<file path="config.mk">
export PLATFORM = sky130hd
export DESIGN_NAME = channel_to_pulse
export DESIGN_NICKNAME = d
export VERILOG_FILES = /design/src/rtl/channel_to_pulse.sv
export SDC_FILE = /design/constraint.sdc
export NUM_CORES = 1
export LEC_CHECK = 0
export ABC_AREA = 1
export BUFFER_PORTS_ARGS = -buffer_cell sky130_fd_sc_hd__clkbuf_2
export CAP_MARGIN = 40
export CORE_AREA = 4 4 41 43
export CTS_CLUSTER_SIZE = 8
export DETAILED_ROUTE_END_ITERATION = 6
export DIE_AREA = 0 0 45 47
export PLACE_DENSITY = 0.41
export SYNTH_ARGS = -nofsm -noshare
export SYNTH_HDL_FRONTEND = slang
export SYNTH_SLANG_ARGS = --single-unit
</file>
<file path="constraint.sdc">
create_clock -name clk -period 0.8 [get_ports clk]
set_clock_uncertainty 0.05 [all_clocks]
set_input_delay 0.04 -clock clk [delete_from_list [all_inputs] [get_ports clk]]
set_output_delay 0.04 -clock clk [all_outputs]
set_load 0.005 [all_outputs]
</file>
<file path="src/rtl/channel_to_pulse.sv">
`default_nettype none
// ============================================================================
// Module   : channel_to_pulse
// Brief    : Channel consumer that turns each accepted word into a registered
//            data word plus a fixed-width pulse, followed by a holdoff gap.
// Revision : 1.0 - initial release
// ============================================================================
module channel_to_pulse #(
  parameter int N       = 1,
  parameter int PULSE_W = 1,
  parameter int GAP     = 0
) (
  input  logic         clk,
  input  logic         reset,
  input  logic [N-1:0] in_d,
  input  logic         in_v,
  output logic         in_a,
  input  logic         enable,
  output logic [N-1:0] data,
  output logic         pulse,
  output logic         busy
);

  localparam int c_max   = (PULSE_W > GAP) ? PULSE_W : GAP;
  localparam int c_cnt_w = $clog2(c_max + 1);
  localparam logic [c_cnt_w-1:0] c_pulse_load = c_cnt_w'(PULSE_W - 1);
  localparam logic [c_cnt_w-1:0] c_gap_load   = (GAP > 0) ? c_cnt_w'(GAP - 1) : '0;

  typedef enum logic [1:0] {
    S_IDLE    = 2'd0,
    S_PULSE   = 2'd1,
    S_HOLDOFF = 2'd2
  } state_t;

  state_t               r_state;
  state_t               w_state_nxt;
  logic [c_cnt_w-1:0]   r_count;
  logic [c_cnt_w-1:0]   w_count_nxt;
  logic [N-1:0]         r_data;
  logic                 r_pulse;
  logic                 w_accept;

  // Only IDLE can acknowledge, and never while reset is asserted.
  assign w_accept = (r_state == S_IDLE) & in_v & enable & ~reset;
  assign in_a     = w_accept;

  always_comb begin
    w_state_nxt = r_state;
    w_count_nxt = r_count;
    case (r_state)
      S_IDLE: begin
        if (w_accept) begin
          w_state_nxt = S_PULSE;
          w_count_nxt = c_pulse_load;
        end
      end
      S_PULSE: begin
        if (r_count == '0) begin
          if (GAP > 0) begin
            w_state_nxt = S_HOLDOFF;
            w_count_nxt = c_gap_load;
          end else begin
            w_state_nxt = S_IDLE;
          end
        end else begin
          w_count_nxt = r_count - 1'b1;
        end
      end
      S_HOLDOFF: begin
        if (r_count == '0) begin
          w_state_nxt = S_IDLE;
        end else begin
          w_count_nxt = r_count - 1'b1;
        end
      end
      default: begin
        w_state_nxt = S_IDLE;
        w_count_nxt = '0;
      end
    endcase
  end

  always_ff @(posedge clk) begin
    if (reset) begin
      r_state <= S_IDLE;
      r_count <= '0;
      r_data  <= '0;
      r_pulse <= 1'b0;
    end else begin
      r_state <= w_state_nxt;
      r_count <= w_count_nxt;
      r_pulse <= (w_state_nxt == S_PULSE);
      if (w_accept) begin
        r_data <= in_d;
      end
    end
  end

  assign data  = r_data;
  assign pulse = r_pulse;
  assign busy  = (r_state != S_IDLE);

endmodule
`default_nettype wire

</file>
==> results.py, run 1 <==
metrics = {
    "worst_setup_path": {
        "critPathRequiredTime_ns": 0.71,
        "start_kind": "register",
        "cp_max_fo": 3,
        "reg2regPathDepth": 5,
        "crit_path_end_kind": "output port",
        "timing.rr.end": "data",
        "r2r_start": "r_state[1]",
        "r2r_slack_ns": -0.12,
        "worst_ep_arrival_time_ns": 0.89,
        "setup.worst_path.class": "reg2out",
    },
    "logic_synthesis": {
        "yosysSeqAreaShare": 0.542,
        "synth.most_common_cell": "inv_1",
        "synth-warning-count": 0,
        "synth_area_um2": 148,
        "synth.area.top_cells": "dfxtp_1 (54%), inv_1 (18%), nand2_1 (7.6%), nand3_2 (6.8%), nand4_1 (4.2%)",
        "synthArstFlopShare": 0,
        "synth.avg_cell_area_um2": 7.77,
        "ys_types": 8,
        "synth_edf_count": 0,
        "syn_inst": 19,
        "synth_top_area_share": 0.542,
        "ys_ff_latch": 4,
        "synth_commonest_cells": "inv_1 (7), dfxtp_1 (4), nand2_1 (3)",
        "synth-main-ff-cell": "dfxtp_1",
        "syn_nets": 24,
        "synth_top_cell_by_area": "dfxtp_1",
    },
    "die": {
        "die_y_um": 47,
        "placement_rows": 13,
        "fp.dieW_um": 45,
        "dieArea_um2": 2120,
        "initial_core_util": 0.113,
        "core-area_um2": 1300,
        "ios": 9,
    },
    "grt": {
        "grt_pass1_vias": 151,
        "grt_pass1_wl_um": 545,
        "grt_overflow_total": 0,
        "grt_max_degree": 4,
        "track_usage": 0.0434,
        "antenna_found_initial": 0,
    },
    "clock_network": {
        "clockBufferDepth": 2,
        "cts-root-buf": "clkbuf_4",
        "cts_tree": "done",
        "postCtsHoldBufs": 0,
        "clock_latency_ns": 0.23,
        "cts_sinks": 4,
        "clk_pin_slew_ns": 0.04,
        "h-tree-depth": 1,
        "numCtsBuffers": 3,
    },
    "sta": {
        "clock.fmax_ghz": 1.02,
        "post-route-period-util": 1.23,
        "drv_slew": 0,
        "tns_ns": -0.504,
        "hold_viol_final": 0,
        "fin_ws_ns": -0.181,
        "grt_setup_unrepaired": "yes",
        "min_period_ns": 0.981,
        "setup_viol": 5,
    },
    "min_path": {
        "min_path_cells": 3,
        "hold_class": "in2reg",
        "min_to": "data",
        "hp-start": "in_d",
    },
    "detailed_routing": {
        "via_count": 143,
        "wire_per_inst_um": 5.98,
        "firstDrtPassIters": 2,
        "first_iter_violations": 2,
        "final_antenna_net_count": 0,
        "viasPerCell": 2.98,
        "route.detailed.drc": 0,
        "finalWirelength_um": 287,
    },
    "power_and_ir_drop": {
        "ir_worst_vdd_mv": 0.532,
        "leakage_nw": 0.162,
        "fin_total_pwr_mw": 0.498,
        "p_per_area_nw_per_um2": 1920,
    },
    "placement": {
        "gp_congestion": 0.559,
        "port_buffers": 8,
    },
    "final_layout": {
        "utilization": 0.199,
        "fin_nets": 40,
        "syn_to_final_growth_pct": 75.4,
        "antennaDiodeCount": 0,
        "drive_above_1_share": 0.576,
        "fillCellCount": 163,
    },
    "run_status": {
        "failed_checks": "setup timing",
        "status": "complete, but fails checks",
    },
    "flow_run": {
        "drv_cap": 0,
    },
}
[layout make-up]
class                      count  area, µm²  area share
inverter                       7       26.3       0.101
timing repair buffer          11       62.6       0.242
clock buffer                   3       22.5      0.0870
sequential                     4       82.6       0.319
multi-input combinational      8       46.3       0.179
tap                           15       18.8      0.0725
[logic make-up after synthesis]
group,Yosys count,synth area share
other cells,1,0.0254
simple gates,7,0.254
buf+inv,7,0.178
flops,4,0.542
[worst max path at each step]
stage,from,end,slack (ns),cells after the start
after floorplan,r_state[1],data,0.01,4
after global placement,r_state[1],data,-0.08,4
after detailed placement,r_state[1],data,-0.08,4
after CTS,r_state[0],in_a,-0.20,4
after global routing,r_state[1],busy,-0.25,4
final,r_state[1],busy,-0.18,4
[critical path, stage by stage (launching register included)]
cell and delay (ns):
dfxtp_2 0.32, nor2_4 0.12, buf_4 0.11, inv_1 0.03
clkbuf_2 0.10
[layer usage]
metal | global-route usage | routed length (µm) | vias up
met4 | 0.0526 | 0 | 0
li1 | - | - | 82
met5 | 0 | 0 | -
met3 | 0.0460 | 31 | 0
met1 | 0.0362 | 121 | 57
met2 | 0.0508 | 134 | 4
[timing repair]
action	4_1_cts	5_1_grt
gates resized for setup	2	2
buffers inserted	2	0
pin swaps	2	1
hold endpoints to repair	0	0
setup endpoints to repair	3	5
[state kept, by name, summed over array words and instances, names as in the netlist]
signal,flops
pulse,1
r_state,2
data,1
[where the power goes]
part / switching, mW / internal, mW / total [mW] / leakage [nW]
logic: 0.0194 / 0.0273 / 0.0467 / 0.115
registers: 0.00406 / 0.209 / 0.213 / 0.0333
clock network: 0.0713 / 0.167 / 0.238 / 0.0138
[placed cells by master, fill, tap and decap left out]
| cell | count |
|---|---|
| buf_4 | 3 |
| clkbuf_2 | 8 |
| clkbuf_4 | 3 |
| conb_1 | 1 |
| dfxtp_1 | 2 |
| dfxtp_2 | 2 |
| inv_1 | 6 |
| inv_2 | 1 |
| nand2_1 | 3 |
| nand3_2 | 1 |
| nand4_1 | 1 |
| nor2_1 | 1 |
| nor2_4 | 1 |
[through the flow]
step,instance area (µm²),hold slack [ns],setup slack (ns),std cells
2_1_floorplan,148,0.149,0.00958,19
3_3_place_gp,214,0.263,-0.0777,43
4_1_cts,258,0.0140,-0.204,48
5_1_grt,259,0.0363,-0.250,48
3_5_place_dp,214,0.261,-0.0793,43
6_report,259,0.0226,-0.181,48
No activity file was read; power rests on OpenSTA's default activity.
==> run 2: changes to the inputs <==
Settings changed: CTS_BUF_LIST set to sky130_fd_sc_hd__clkbuf_4 sky130_fd_sc_hd__clkbuf_8 sky130_fd_sc_hd__clkbuf_16, CTS_CLUSTER_DIAMETER set to 50.
Clock period 0.8 ns to 0.9 ns, I/O delays scaled along.
==> run 2 against run 1 <==
Effect of this change: sequential power fell by 11%; hold slack improved by 0.0011 ns; first-iteration DRC count fell by 50%; final cell count did not move; the flow still finishes with violations (setup timing); cell area did not move; power fell by 11%; setup slack improved by 0.094 ns; routed wire length rose by 3.8%; sequential cell count did not move; clock power fell by 10%; critical path type unchanged; critical endpoint unchanged; sequential share of layout area did not move; non-clock buffer count did not move.
==> results.py, run 2 (same netlist as run 1, synthesis figures left out) <==
metrics = {
    "detailed_routing": {
        "firstDrtPassIters": 2,
        "viasPerCell": 3.10,
        "wire_per_inst_um": 6.21,
        "finalWirelength_um": 298,
        "first_iter_violations": 1,
        "via_count": 149,
        "route.detailed.drc": 0,
        "final_antenna_net_count": 0,
    },
    "worst_setup_path": {
        "cp_max_fo": 2,
        "crit_path_end_kind": "output port",
        "critPathRequiredTime_ns": 0.81,
        "setup.worst_path.class": "reg2out",
        "worst_ep_arrival_time_ns": 0.89,
        "start_kind": "register",
        "critPathLaunch": "r_state[0]",
        "r2r_start": "r_state[0]",
    },
    "sta": {
        "fin_ws_ns": -0.0870,
        "post-route-period-util": 1.10,
        "clock.fmax_ghz": 1.01,
        "min_period_ns": 0.987,
        "setup_viol": 3,
        "grt_setup_unrepaired": "yes",
        "drv_slew": 0,
        "hold_viol_final": 0,
        "timing.hold.ws_ns": 0.0236,
    },
    "grt": {
        "grt_pass1_wl_um": 531,
        "grt_pass1_vias": 147,
        "antenna_found_initial": 0,
        "grt_overflow_total": 0,
        "grt_max_degree": 4,
        "track_usage": 0.0451,
    },
    "final_layout": {
        "fillCellCount": 162,
        "final_common_cell": "clkbuf_2",
        "syn_to_final_growth_pct": 75.4,
        "utilization": 0.199,
        "largest_register_ffs": 2,
        "mostFrequentLayoutCells": "clkbuf_2 (8), inv_1 (7), nand2_1 (3), clkbuf_4 (3), buf_4 (3)",
        "fin_nets": 40,
        "antennaDiodeCount": 0,
        "drive_above_1_share": 0.545,
        "top_register": "r_state",
        "layout.cells.non_filler": 48,
    },
    "placement": {
        "pre_cts_slack_ns": 0.00433,
        "gp_congestion": 0.573,
        "place_inst": 42,
        "port_buffers": 8,
    },
    "clock_network": {
        "clk_pin_slew_ns": 0.04,
        "postCtsHoldBufs": 0,
        "numCtsBuffers": 3,
        "clockBufferDepth": 2,
        "cts-root-buf": "clkbuf_4",
        "clock_latency_ns": 0.23,
        "cts_sinks": 4,
        "h-tree-depth": 1,
        "cts_tree": "done",
    },
    "power_and_ir_drop": {
        "fin_total_pwr_mw": 0.445,
        "p_per_area_nw_per_um2": 1720,
        "leakage_nw": 0.165,
        "ir_worst_vdd_mv": 0.427,
    },
    "min_path": {
        "hp-start": "in_d",
        "hold_class": "in2reg",
    },
    "die": {
        "initial_core_util": 0.113,
        "ios": 9,
        "die_y_um": 47,
        "placement_rows": 13,
        "dieArea_um2": 2120,
        "fp.dieW_um": 45,
        "core-area_um2": 1300,
    },
    "flow_run": {
        "drv_cap": 0,
    },
    "run_status": {
        "status": "complete, but fails checks",
        "failed_checks": "setup timing",
    },
}
## run 2: cell counts in the layout (fill, tap and decap cells not counted)
Identical to the previous run, type by type.
## run 2: timing repair
action                     4_1_cts  5_1_grt
setup buffers                    3        0
gates resized for setup          3        0
pin swaps                        2        0
setup endpoints to repair        2        3
## run 2: path summary, 6_finish.rpt
| check | end | slack [ns] | cells past startpoint |
|---|---|---|---|
| worst max-delay path | busy | -0.09 | 4 |
| worst min-delay path | data | 0.02 | 3 |
| worst max register to register | data | 0 | 5 |
| worst min register to register | data | 0.46 | 4 |
## run 2: layout make-up
type	count	area (µm²)	area share
Timing Repair Buffer	11	62.6	0.242
Multi-Input combinational cell	8	46.3	0.179
Tap cell	15	18.8	0.0725
Sequential cell	4	82.6	0.319
Inverter	7	26.3	0.101
Clock buffer	3	22.5	0.0870
## run 2: layer usage
layer / share of wire / track usage / vias up
met3: 0.17 / 0.0690 / 0
met5: 0 / 0 / -
met4: 0 / 0.0351 / 0
met1: 0.36 / 0.0296 / 64
li1: - / - / 79
met2: 0.47 / 0.0565 / 6
## run 2: power by group
group | internal, mW | switching, mW | total, mW
Combinational | 0.0237 | 0.0175 | 0.0412
Sequential | 0.186 | 0.00363 | 0.189
Clock | 0.149 | 0.0658 | 0.214
## run 2: through the flow
step	area (µm²)	setup TNS [ns]
CTS	259	-0.211
floorplan	148	0
global placement	206	0
finish	259	-0.162
detailed placement	206	0
global route	259	-0.348
## run 2: critical path: stages (launching register included)
cell	delay, ns
dfxtp_2	0.32
nor2_4	0.11
buf_4	0.11
inv_1	0.03
clkbuf_2	0.10
==> run 3: changes to the inputs <==
Settings changed: CTS_CLUSTER_DIAMETER 50 to not set, RECOVER_POWER set to 100.
==> run 3 against run 2 <==
Effect of this change: the flow still finishes with violations (setup timing); clock power about the same; largest power group unchanged; fmax about the same; register-to-register slack about the same; non-clock buffer count unchanged; via count unchanged; die area unchanged; final cell count unchanged.
==> results.py, run 3 (same netlist as run 1, synthesis figures left out) <==
metrics = {
    "sta": {
        "grt_setup_unrepaired": "yes",
        "post-route-period-util": 1.10,
        "min_period_ns": 0.987,
        "hold_viol_final": 0,
        "drv_slew": 0,
        "fin_ws_ns": -0.0871,
        "clock.fmax_ghz": 1.01,
        "timing.hold.ws_ns": 0.0236,
        "setup_viol": 3,
    },
    "die": {
        "initial_core_util": 0.113,
        "core-area_um2": 1300,
        "fp.dieW_um": 45,
        "dieArea_um2": 2120,
        "placement_rows": 13,
        "die_y_um": 47,
        "ios": 9,
    },
    "run_status": {
        "status": "complete, but fails checks",
        "failed_checks": "setup timing",
    },
    "final_layout": {
        "fin_nets": 40,
        "mostFrequentLayoutCells": "inv_1 (7), clkbuf_2 (7), nand2_1 (3), clkbuf_4 (3), buf_4 (3)",
        "antennaDiodeCount": 0,
        "multi_input_area_um2": 46.3,
        "utilization": 0.198,
        "fillCellCount": 163,
        "largest_register_ffs": 2,
        "syn_to_final_growth_pct": 74.6,
        "regArea_um2": 82.6,
        "finish.instance_area_um2": 258,
        "drive_above_1_share": 0.515,
        "top_register": "r_state",
    },
    "clock_network": {
        "cts_sinks": 4,
        "clock_latency_ns": 0.23,
        "clk_pin_slew_ns": 0.04,
        "clockBufferDepth": 2,
        "cts_tree": "done",
        "cts-root-buf": "clkbuf_4",
        "postCtsHoldBufs": 0,
        "h-tree-depth": 1,
        "numCtsBuffers": 3,
    },
    "min_path": {
        "min_path_cells": 3,
        "hp-start": "in_d",
        "min_to": "data",
        "hold_class": "in2reg",
    },
    "worst_setup_path": {
        "reg2regPathDepth": 5,
        "setup.worst_path.class": "reg2out",
        "timing.rr.end": "data",
        "worst_ep_arrival_time_ns": 0.89,
        "critPathRequiredTime_ns": 0.81,
        "r2r_slack_ns": 0,
        "cp_max_fo": 2,
        "start_kind": "register",
        "crit_path_end_kind": "output port",
        "r2r_start": "r_state[0]",
    },
    "power_and_ir_drop": {
        "p_per_area_nw_per_um2": 1730,
        "seqPwrFrac": 0.426,
        "leakage_nw": 0.161,
        "fin_total_pwr_mw": 0.445,
        "ir_worst_vdd_mv": 0.427,
        "p_int_mw": 0.358,
        "swShare": 0.196,
        "p_sw_mw": 0.0870,
        "clockPowerShare": 0.482,
        "power_frac_comb": 0.092,
    },
    "detailed_routing": {
        "finalWirelength_um": 300,
        "wire_per_inst_um": 6.25,
        "route.detailed.drc": 0,
        "first_iter_violations": 1,
        "final_antenna_net_count": 0,
        "firstDrtPassIters": 2,
        "via_count": 149,
        "viasPerCell": 3.10,
    },
    "placement": {
        "gp_congestion": 0.573,
        "dpl_cell_area_um2": 206,
        "port_buffers": 8,
    },
    "grt": {
        "antenna_found_initial": 0,
        "grt_overflow_total": 0,
        "grt_pass1_vias": 147,
        "grt_max_degree": 4,
        "track_usage": 0.0451,
        "grt_pass1_wl_um": 531,
    },
    "flow_run": {
        "drv_cap": 0,
    },
}
run 3: cell count changes in the layout (fill, tap and decap cells not counted):
cell,previous run,this run
clkbuf_2,8,7
clkbuf_1,0,1
run 3: what timing repair did:
item                                   CTS  global route
pin swaps                                2             0
gates cloned                             0             0
setup buffers                            3             0
setup endpoints to repair                2             3
endpoints found under the hold margin    0             0
resized for setup                        3             0
run 3: layout make-up:
class | instances | area share
clock buffers | 3 | 0.0874
inverters | 7 | 0.102
multi-input cells | 8 | 0.180
flip-flops and latches | 4 | 0.320
well taps | 15 | 0.0728
repair buffers | 11 | 0.238
run 3: worst max-delay path: stages, from the launching register on:
cell	delay (ns)
dfxtp_2	0.32
nor2_4	0.11
buf_4	0.11
inv_1	0.03
clkbuf_2	0.10
run 3: per-stage QoR:
| step | setup TNS (ns) | worst slack (ns) | instances |
|---|---|---|---|
| finish | -0.162 | -0.0871 | 48 |
| global route | -0.348 | -0.142 | 48 |
| CTS | -0.211 | -0.104 | 48 |
| detailed placement | 0 | 0.00433 | 42 |
| global placement | 0 | 0.0199 | 42 |
| floorplan | 0 | 0.110 | 19 |
run 3: how the worst max path moves through the flow:
stage | depth (start not counted) | slack, ns | to | start
detailed placement | 4 | 0.004 | data | r_state[1]
global route | 4 | -0.14 | in_a | r_state[0]
CTS | 4 | -0.10 | busy | r_state[0]
global placement | 4 | 0.02 | data | r_state[1]
finish | 4 | -0.09 | busy | r_state[0]
floorplan | 4 | 0.11 | data | r_state[1]
run 3: power by group through the flow:
stage | Combinational, mW | Clock, mW | Sequential (mW)
after floorplan | 0.0141 | 0 | 0.190
after global placement | 0.0316 | 0 | 0.190
after detailed placement | 0.0321 | 0 | 0.190
after CTS | 0.0423 | 0.230 | 0.189
after global routing | 0.0472 | 0.248 | 0.190
final | 0.0410 | 0.214 | 0.189
run 3: per-layer routing:
layer  vias to the layer above  share of wire  global-route usage
met5                         -              0                   0
met2                         6           0.46              0.0565
met4                         0              0              0.0351
met3                         0           0.18              0.0690
li1                         79              -                   -
met1                        64           0.36              0.0296
